### src/rtl/vram_rect_fill.sv
// Rectangle fill engine: clips a rectangle to the screen and streams one palette
// write per granted VRAM cycle, pulsing o_done when the whole rectangle is written.
module vram_rect_fill #(
    parameter int SCREEN_WIDTH  = 640,
    parameter int SCREEN_HEIGHT = 360,
    parameter int ADDR_WIDTH    = 18,
    parameter int DATA_WIDTH    = 6
) (
    input  logic                  i_clk,
    input  logic                  i_rst,
    input  logic                  i_start,
    input  logic [9:0]            i_x,
    input  logic [8:0]            i_y,
    input  logic [9:0]            i_w,
    input  logic [8:0]            i_h,
    input  logic [DATA_WIDTH-1:0] i_colour,
    input  logic                  i_wr_ok,
    output logic                  o_busy,
    output logic                  o_done,
    output logic                  o_write,
    output logic [ADDR_WIDTH-1:0] o_addr,
    output logic [DATA_WIDTH-1:0] o_data
);

    localparam logic [1:0] S_IDLE  = 2'd0;
    localparam logic [1:0] S_SETUP = 2'd1;
    localparam logic [1:0] S_FILL  = 2'd2;
    localparam logic [1:0] S_DONE  = 2'd3;

    logic [1:0]            state_q, state_d;
    logic [9:0]            x_q, x_d;
    logic [8:0]            y_q, y_d;
    logic [9:0]            w_q, w_d;
    logic [8:0]            h_q, h_d;
    logic [DATA_WIDTH-1:0] colour_q, colour_d;
    logic [9:0]            cw_q, cw_d;
    logic [8:0]            ch_q, ch_d;
    logic [9:0]            col_q, col_d;
    logic [8:0]            row_q, row_d;
    logic [ADDR_WIDTH-1:0] row_base_q, row_base_d;
    logic [ADDR_WIDTH-1:0] addr_q, addr_d;

    logic [10:0]           cw_full, ch_full;
    logic [ADDR_WIDTH-1:0] base_addr;

    // Visible extent along one axis; 11-bit arithmetic so limit-origin never wraps.
    function automatic logic [10:0] clip_len(input logic [10:0] origin,
                                             input logic [10:0] extent,
                                             input logic [10:0] limit);
        logic [10:0] remain;
        if (origin >= limit) begin
            return 11'd0;
        end
        remain = limit - origin;
        return (extent < remain) ? extent : remain;
    endfunction

    always_comb begin
        cw_full   = clip_len({1'b0, x_q}, {1'b0, w_q}, 11'(SCREEN_WIDTH));
        ch_full   = clip_len({2'b00, y_q}, {2'b00, h_q}, 11'(SCREEN_HEIGHT));
        base_addr = ADDR_WIDTH'(y_q) * ADDR_WIDTH'(SCREEN_WIDTH) + ADDR_WIDTH'(x_q);
    end

    always_comb begin
        state_d    = state_q;
        x_d        = x_q;
        y_d        = y_q;
        w_d        = w_q;
        h_d        = h_q;
        colour_d   = colour_q;
        cw_d       = cw_q;
        ch_d       = ch_q;
        col_d      = col_q;
        row_d      = row_q;
        row_base_d = row_base_q;
        addr_d     = addr_q;
        case (state_q)
            S_IDLE: begin
                if (i_start) begin
                    x_d      = i_x;
                    y_d      = i_y;
                    w_d      = i_w;
                    h_d      = i_h;
                    colour_d = i_colour;
                    state_d  = S_SETUP;
                end
            end
            S_SETUP: begin
                cw_d       = cw_full[9:0];
                ch_d       = ch_full[8:0];
                addr_d     = base_addr;
                row_base_d = base_addr;
                col_d      = 10'd0;
                row_d      = 9'd0;
                state_d    = (cw_full == 11'd0 || ch_full == 11'd0) ? S_DONE : S_FILL;
            end
            S_FILL: begin
                // Everything holds while the arbiter withholds the write slot.
                if (o_write) begin
                    if (col_q < cw_q - 10'd1) begin
                        col_d  = col_q + 10'd1;
                        addr_d = addr_q + ADDR_WIDTH'(1);
                    end else if (row_q < ch_q - 9'd1) begin
                        col_d      = 10'd0;
                        row_d      = row_q + 9'd1;
                        row_base_d = row_base_q + ADDR_WIDTH'(SCREEN_WIDTH);
                        addr_d     = row_base_q + ADDR_WIDTH'(SCREEN_WIDTH);
                    end else begin
                        state_d = S_DONE;
                    end
                end
            end
            default: state_d = S_IDLE;
        endcase
    end

    always_ff @(posedge i_clk or posedge i_rst) begin
        if (i_rst) begin
            state_q    <= S_IDLE;
            x_q        <= '0;
            y_q        <= '0;
            w_q        <= '0;
            h_q        <= '0;
            colour_q   <= '0;
            cw_q       <= '0;
            ch_q       <= '0;
            col_q      <= '0;
            row_q      <= '0;
            row_base_q <= '0;
            addr_q     <= '0;
        end else begin
            state_q    <= state_d;
            x_q        <= x_d;
            y_q        <= y_d;
            w_q        <= w_d;
            h_q        <= h_d;
            colour_q   <= colour_d;
            cw_q       <= cw_d;
            ch_q       <= ch_d;
            col_q      <= col_d;
            row_q      <= row_d;
            row_base_q <= row_base_d;
            addr_q     <= addr_d;
        end
    end

    // Write enable is combinational so an async reset kills it without a clock edge.
    assign o_write = (state_q == S_FILL) && i_wr_ok;
    assign o_done  = (state_q == S_DONE);
    assign o_busy  = (state_q != S_IDLE);
    assign o_addr  = addr_q;
    assign o_data  = colour_q;

endmodule

### config.mk
export PLATFORM = sky130hd
export DESIGN_NAME = vram_rect_fill
export DESIGN_NICKNAME = d
export VERILOG_FILES = /design/src/rtl/vram_rect_fill.sv
export SDC_FILE = /design/constraint.sdc
export NUM_CORES = 1
export LEC_CHECK = 0
export ABC_AREA = 0
export BUFFER_PORTS_ARGS = -buffer_cell sky130_fd_sc_hd__buf_4
export CAP_MARGIN = 0
export CELL_PAD_IN_SITES_DETAIL_PLACEMENT = 1
export CELL_PAD_IN_SITES_GLOBAL_PLACEMENT = 1
export CORE_AREA = 2 2 158 114
export CTS_CLUSTER_SIZE = 25
export DETAILED_ROUTE_END_ITERATION = 7
export DIE_AREA = 0 0 160 116
export PLACE_DENSITY_LB_ADDON = 0.25
export SYNTH_ARGS = -nofsm -noshare
export SYNTH_HDL_FRONTEND = slang
export SYNTH_SLANG_ARGS = --single-unit
### constraint.sdc
create_clock -name i_clk -period 4.65 [get_ports i_clk]
set_clock_uncertainty 0.1 [all_clocks]
set_input_delay 0.93 -clock i_clk [delete_from_list [all_inputs] [get_ports i_clk]]
set_output_delay 0.93 -clock i_clk [all_outputs]
set_load 0.005 [all_outputs]
## After elaboration in Yosys (flattened, before gate mapping)

Index checks and enable logic that the tools add are counted.
Widths: inputs -> output; s select.

| storage, ports and cells | value |
|---|---|
| latch bits | 0 |
| bits in registers | 120 |
| output and inout bits | 27 |
| memories kept | 0 |
| ROM bits | 0 |
| bits in writable memories | 0 |

| operators by class | value |
|---|---|
| div/mod/pow operators | 0 |
| $mul | 1 |
| reductions and logical operators | 11 |
| shift operators | 0 |
| muxes and demuxes | 29 |
| equality and inequality tests | 9 |
| add/sub/neg operators | 9 |
| bitwise operators | 0 |
| magnitude comparators | 6 |

Operators by type and width:

| cell | count |
|---|---|
| $mux 18 | 5 |
| $pmux 18 s2 | 2 |
| $mux 11 | 6 |
| $mux 10 | 3 |
| $mux 9 | 3 |
| $logic_not 11->1 | 2 |
| $pmux 10 s2 | 1 |
| $add 18x1->18 const B | 1 |
| $add 18x10->18 | 1 |
| $add 18x10->18 const B | 1 |
| $pmux 9 s2 | 1 |
| $lt 10x11->1 | 1 |
| $lt 9x11->1 | 1 |
| $mul 9x3->11 const B | 1 |
| $sub 10x10->11 const A | 1 |
| $add 10x1->10 const B | 1 |
| $ge 10x10->1 const B | 1 |
| $lt 10x10->1 | 1 |
| $ne 2x2->1 const B | 5 |
| $sub 10x1->10 const B | 1 |
| $sub 9x9->10 const A | 1 |
| $add 9x1->9 const B | 1 |
| $ge 9x9->1 const B | 1 |
| $lt 9x9->1 | 1 |
| other kinds (14) | 22 |

## Depth between registers and ports, before layout

| logic depth | value |
|---|---|
| depth after elaboration | 8 |
| gate-level depth with buffers | 16 |
| depth with buffers taken out | 15 |

## Least setup slack after synthesis

Ideal clock, no wire load.

| path | value |
|---|---|
| path type | reg2reg |
| start point | reg cw_q[2] |
| end point | reg addr_q[13], in the netlist o_addr[13] |
| required time | 4.425 ns |
| setup slack | 1.290 ns |
| arrival time | 3.136 ns |
| stages on the path, launching flop included | 14 |
| clock period less this slack | 3.360 ns |
| cell sequence | dfrtp_1 nor3_1 and3_1 nand2_1 nor4_1 xnor2_1 ha_1 or4_1 a221o_1 o22ai_2 nand2b_2 a21o_2 buf_6 mux2_2 |

| on the way | value |
|---|---|
| cells in the longest elaborated chain, start to end | 5 |
| elaborated cells on any way between the ends | 7 |

Ends and longest elaborated chain:

| element | RTL line | source |
|---|---|---|
| start, declared | 36 | `logic [9:0] cw_q, cw_d;` |
| start signal, assigned | 138 | `cw_q <= cw_d;` |
| $sub 10x1->10 (*) | 100 | `if (col_q < cw_q - 10'd1) begin` |
| $lt 10x10->1 (*) | 100 |  |
| $mux 18 | 100 |  |
| $mux 18 | 99 | `if (o_write) begin` |
| $pmux 18 s2 | 77 | `case (state_q)` |
| end signal, assigned | 143 | `addr_q <= addr_d;` |
| end, declared | 41 | `logic [ADDR_WIDTH-1:0] addr_q, addr_d;` |

Every way passes the cells marked *; elsewhere a longest branch is shown, timed or not. The select of a mux whose other input is x is not followed.
A chain may end at the register's enable or synchronous reset.

## Worst setup path in the final report

| path | value |
|---|---|
| start point | reg ch_q[0] |
| end point | reg row_base_q[16] |

| on the way | value |
|---|---|
| cells in the longest elaborated chain, start to end | 4 |

Ends and longest elaborated chain:

| element | RTL line | source |
|---|---|---|
| start, declared | 37 | `logic [8:0] ch_q, ch_d;` |
| start signal, assigned | 139 | `ch_q <= ch_d;` |
| $sub 9x1->9 | 103 | `end else if (row_q < ch_q - 9'd1) begin` |
| $lt 9x9->1 | 103 |  |
| $ne 2x2->1 (no line) | -- |  |
| $reduce_and 4->1 (no line) | -- |  |
| end signal, assigned | 142 | `row_base_q <= row_base_d;` |
| end, declared | 40 | `logic [ADDR_WIDTH-1:0] row_base_q, row_base_d;` |

Every way passes these cells.

==> results.json <==
{
  "dp_cells": 1118,
  "root_buffer": "clkbuf_16",
  "antenna_left": 0,
  "yosys.area.top_type_share_pct": 38.09,
  "tns_ns": 0,
  "slew_headroom_pct": 23.19,
  "crit_path_start_kind": "flip-flop",
  "final-setup-viol-count": 0,
  "fillCellCount": 1975,
  "cellLeakagePower_nw": 4.221,
  "clock_path_buffers": 2,
  "crit_required_ns": 4.87,
  "num_antenna_cells": 0,
  "status": "completed",
  "worst_path_largest_cell_delay_ns": 0.58,
  "clk_pin_slew_ns": 0.06,
  "cts_htree_levels": 4,
  "yosysSeqAreaShare_pct": 38.09,
  "syn_inst": 836,
  "fin_cells": 1150,
  "ioPinCount": 75,
  "cts_buffers": 17,
  "hp-class": "reg -> reg",
  "hold_buffers": 0,
  "postPlaceCellArea_mm2": 0.008650,
  "drc": 0,
  "dieWidth_um": 160,
  "worst_pin_slew_ns": 1.148,
  "antenna_found_initial": 0,
  "wirelength_um": 22640,
  "ir_drop_v": 0.0003338,
  "yosys.area.top_type": "dfrtp_1",
  "portBuffers": 74,
  "insertion_delay_ns": 0.43,
  "track_usage_pct": 25.24,
  "drt_iter0_drc": 260,
  "drt-pass1-iter-count": 4,
  "area.growth.synth_to_final_pct": 17.76,
  "synth_nets": 949,
  "ys_top_cells_by_area": "dfrtp_1 38%, ha_1 10%, mux2_2 7.1%",
  "synthTopCellsByCount": "120 x dfrtp_1, 73 x nor2_1, 68 x a21oi_1, 63 x ha_1",
  "grt_pass1_vias": 7100,
  "std_cell_rows": 40,
  "initial_core_util_pct": 46.61,
  "rsz0062_at_grt": "false",
  "cts_tree": "yes",
  "cp.arrival_ns": 4.37,
  "crit_path_cell_trace": "inv_1 -> ha_1 -> inv_1 -> nor4_1 -> xnor2_1 -> ha_1 -> a2111oi_0 -> o21ai_0 -> o22a_1 -> or3_1 -> nand2b_1 -> o211ai_1 -> o21a_1",
  "final_hold_viol_count": 0,
  "powerDensity_mw_per_mm2": 899.3,
  "synth_flop_cell": "dfrtp_1",
  "reg2reg_from": "ch_q[0]",
  "cts_resized": 0,
  "synth_cell_type_count": 65,
  "hpwl_um": 16160,
  "rr_worst_depth": 13,
  "grt_max_degree": 59,
  "maxCapViolCount": 0,
  "cp_max_fo": 19,
  "r2r_end": "row_base_q[16]",
  "min_period_ns": 4.157,
  "cts_num_sinks": 120,
  "slew_violations": 0,
  "synth.yosys.warnings": 0,
  "num-nets-final": 1019,
  "core_mm2": 0.01692,
  "viasPerCell": 5.655,
  "vias": 6503,
  "final_core_util_pct": 54.88,
  "syn-cell-area_mm2": 0.007884,
  "postCtsSetupRepairBufs": 0,
  "die_area_mm2": 0.01856,
  "synth_area_per_cell_um2": 9.430,
  "gr-total-overflow": 0,
  "drive_above_1_share_pct": 19.26,
  "ys_ff_latch": 120,
  "slowest_stage": "nand2b_1",
  "holdWs_ns": 0.4108,
  "design_area_mm2": 0.009284,
  "wire_per_inst_um": 19.69,
  "r2r_slack_ns": 0.49,
  "crit_type": "reg -> reg",
  "endpoint_kind": "flip-flop",
  "finalCritPeriodShare_pct": 89.40,
  "synth_edf_count": 0,
  "dieHeight_um": 116,
  "fmax_ghz": 0.2406,
  "grt_pass1_wl_um": 36920,
  "yosysMostFrequentCell": "dfrtp_1",
  "crit_end": "row_base_q[16]",
  "async_flop_share_pct": 100.0,
  "crit_start": "ch_q[0]",
  "routabilityCongestion": 0.8560
}
layout by cell type, fill, tap and decap left out, drive strengths merged, types with 4 or more instances in the layout:
cell / Yosys / final
a211oi: 4 / 4
a21o: 9 / 9
a21oi: 69 / 69
a31oi: 8 / 8
and3: 11 / 11
buf: 11 / 82
bufinv: 0 / 5
clkbuf: 20 / 18
clkinv: 1 / 6
clkinvlp: 0 / 4
dfrtp: 120 / 120
ha: 63 / 63
inv: 51 / 51
mux2: 50 / 50
mux2i: 12 / 12
nand2: 51 / 51
nand2b: 10 / 10
nand3: 23 / 23
nand4: 19 / 19
nor2: 74 / 74
nor2b: 15 / 15
nor3: 18 / 18
nor4: 9 / 9
o211ai: 11 / 11
o21a: 8 / 8
o21ai: 33 / 33
o22ai: 21 / 21
or3: 5 / 5
xnor2: 45 / 45
xor2: 30 / 30
power breakdown:
group / switching, mW / leakage [nW] / total, mW / internal [mW]
Combinational: 2.66 / 2.45 / 4.77 / 2.10
Clock: 0.512 / 0.301 / 1.46 / 0.944
Sequential: 0.631 / 1.47 / 2.13 / 1.50
metrics by stage:
step / power [mW] / setup WS [ns]
after floorplan: 5.366 / 0.4342
after global placement: 6.459 / 0.8032
after detailed placement: 6.786 / 0.6037
after CTS: 8.356 / 0.5066
after global routing: 8.987 / 0.1411
final: 8.349 / 0.4929
cells by family (layout without fill, tap and decap cells):
family / count (synthesis) / count (layout) / synth area share, %
adder cells (fa/ha/maj): 65 / 65 / 10.51
AO/OA/AOI/OAI: 183 / 183 / 14.28
flip-flops: 120 / 120 / 38.09
AND/OR/NAND/NOR: 247 / 247 / 15.54
XOR/XNOR: 76 / 76 / 8.618
buffers and inverters: 83 / 166 / 4.301
multiplexers: 62 / 62 / 8.665
routing by layer:
metal	vias to the layer above	global-route usage [%]	part of all wire [%]
li1	3112	-	-
met1	3282	31.96	46
met2	87	45.25	50
met3	22	4.331	2.7
met4	0	6.847	0.98
met5	-	0	0
worst min path at each step:
stage,start,end,slack (ns),cells after the start
2_1_floorplan,row_base_q[8],row_base_q[8],0.38,2
3_3_place_gp,o_data[4],o_data[4],0.39,1
3_5_place_dp,row_base_q[4],row_base_q[4],0.40,1
4_1_cts,row_base_q[4],row_base_q[4],0.41,1
5_1_grt,row_base_q[4],row_base_q[4],0.43,1
6_report,o_data[2],o_data[2],0.41,1
flip-flops by register name, summed over array words and instances (netlist names):
name,flops
o_addr,18
row_base_q,18
col_q,10
cw_q,10
w_q,10
x_q,10
ch_q,9
h_q,9
row_q,9
y_q,9
o_data,6
state_q,2
worst max-delay path, delay by kind of cell, from the launching register on:
family / cells / cell delay, ns
XOR/XNOR: 1 / 0.17
AO/OA/AOI/OAI: 5 / 1.41
adder cells (fa/ha/maj): 2 / 0.50
buffers and inverters: 2 / 0.19
AND/OR/NAND/NOR: 3 / 1.23
flip-flops: 1 / 0.45
final cells by class:
type                            count  area [um2]  share of cell area [%]
Sequential cell                   120        3003                   32.35
Inverter                           52       197.7                   2.129
Timing Repair Buffer               82       615.6                   6.631
Multi-Input combinational cell    633        4544                   48.95
Tap cell                          231       289.0                   3.113
Clock buffer                       18       429.2                   4.623
Clock inverter                     14       205.2                   2.210
(Power assumes the default switching activity.)
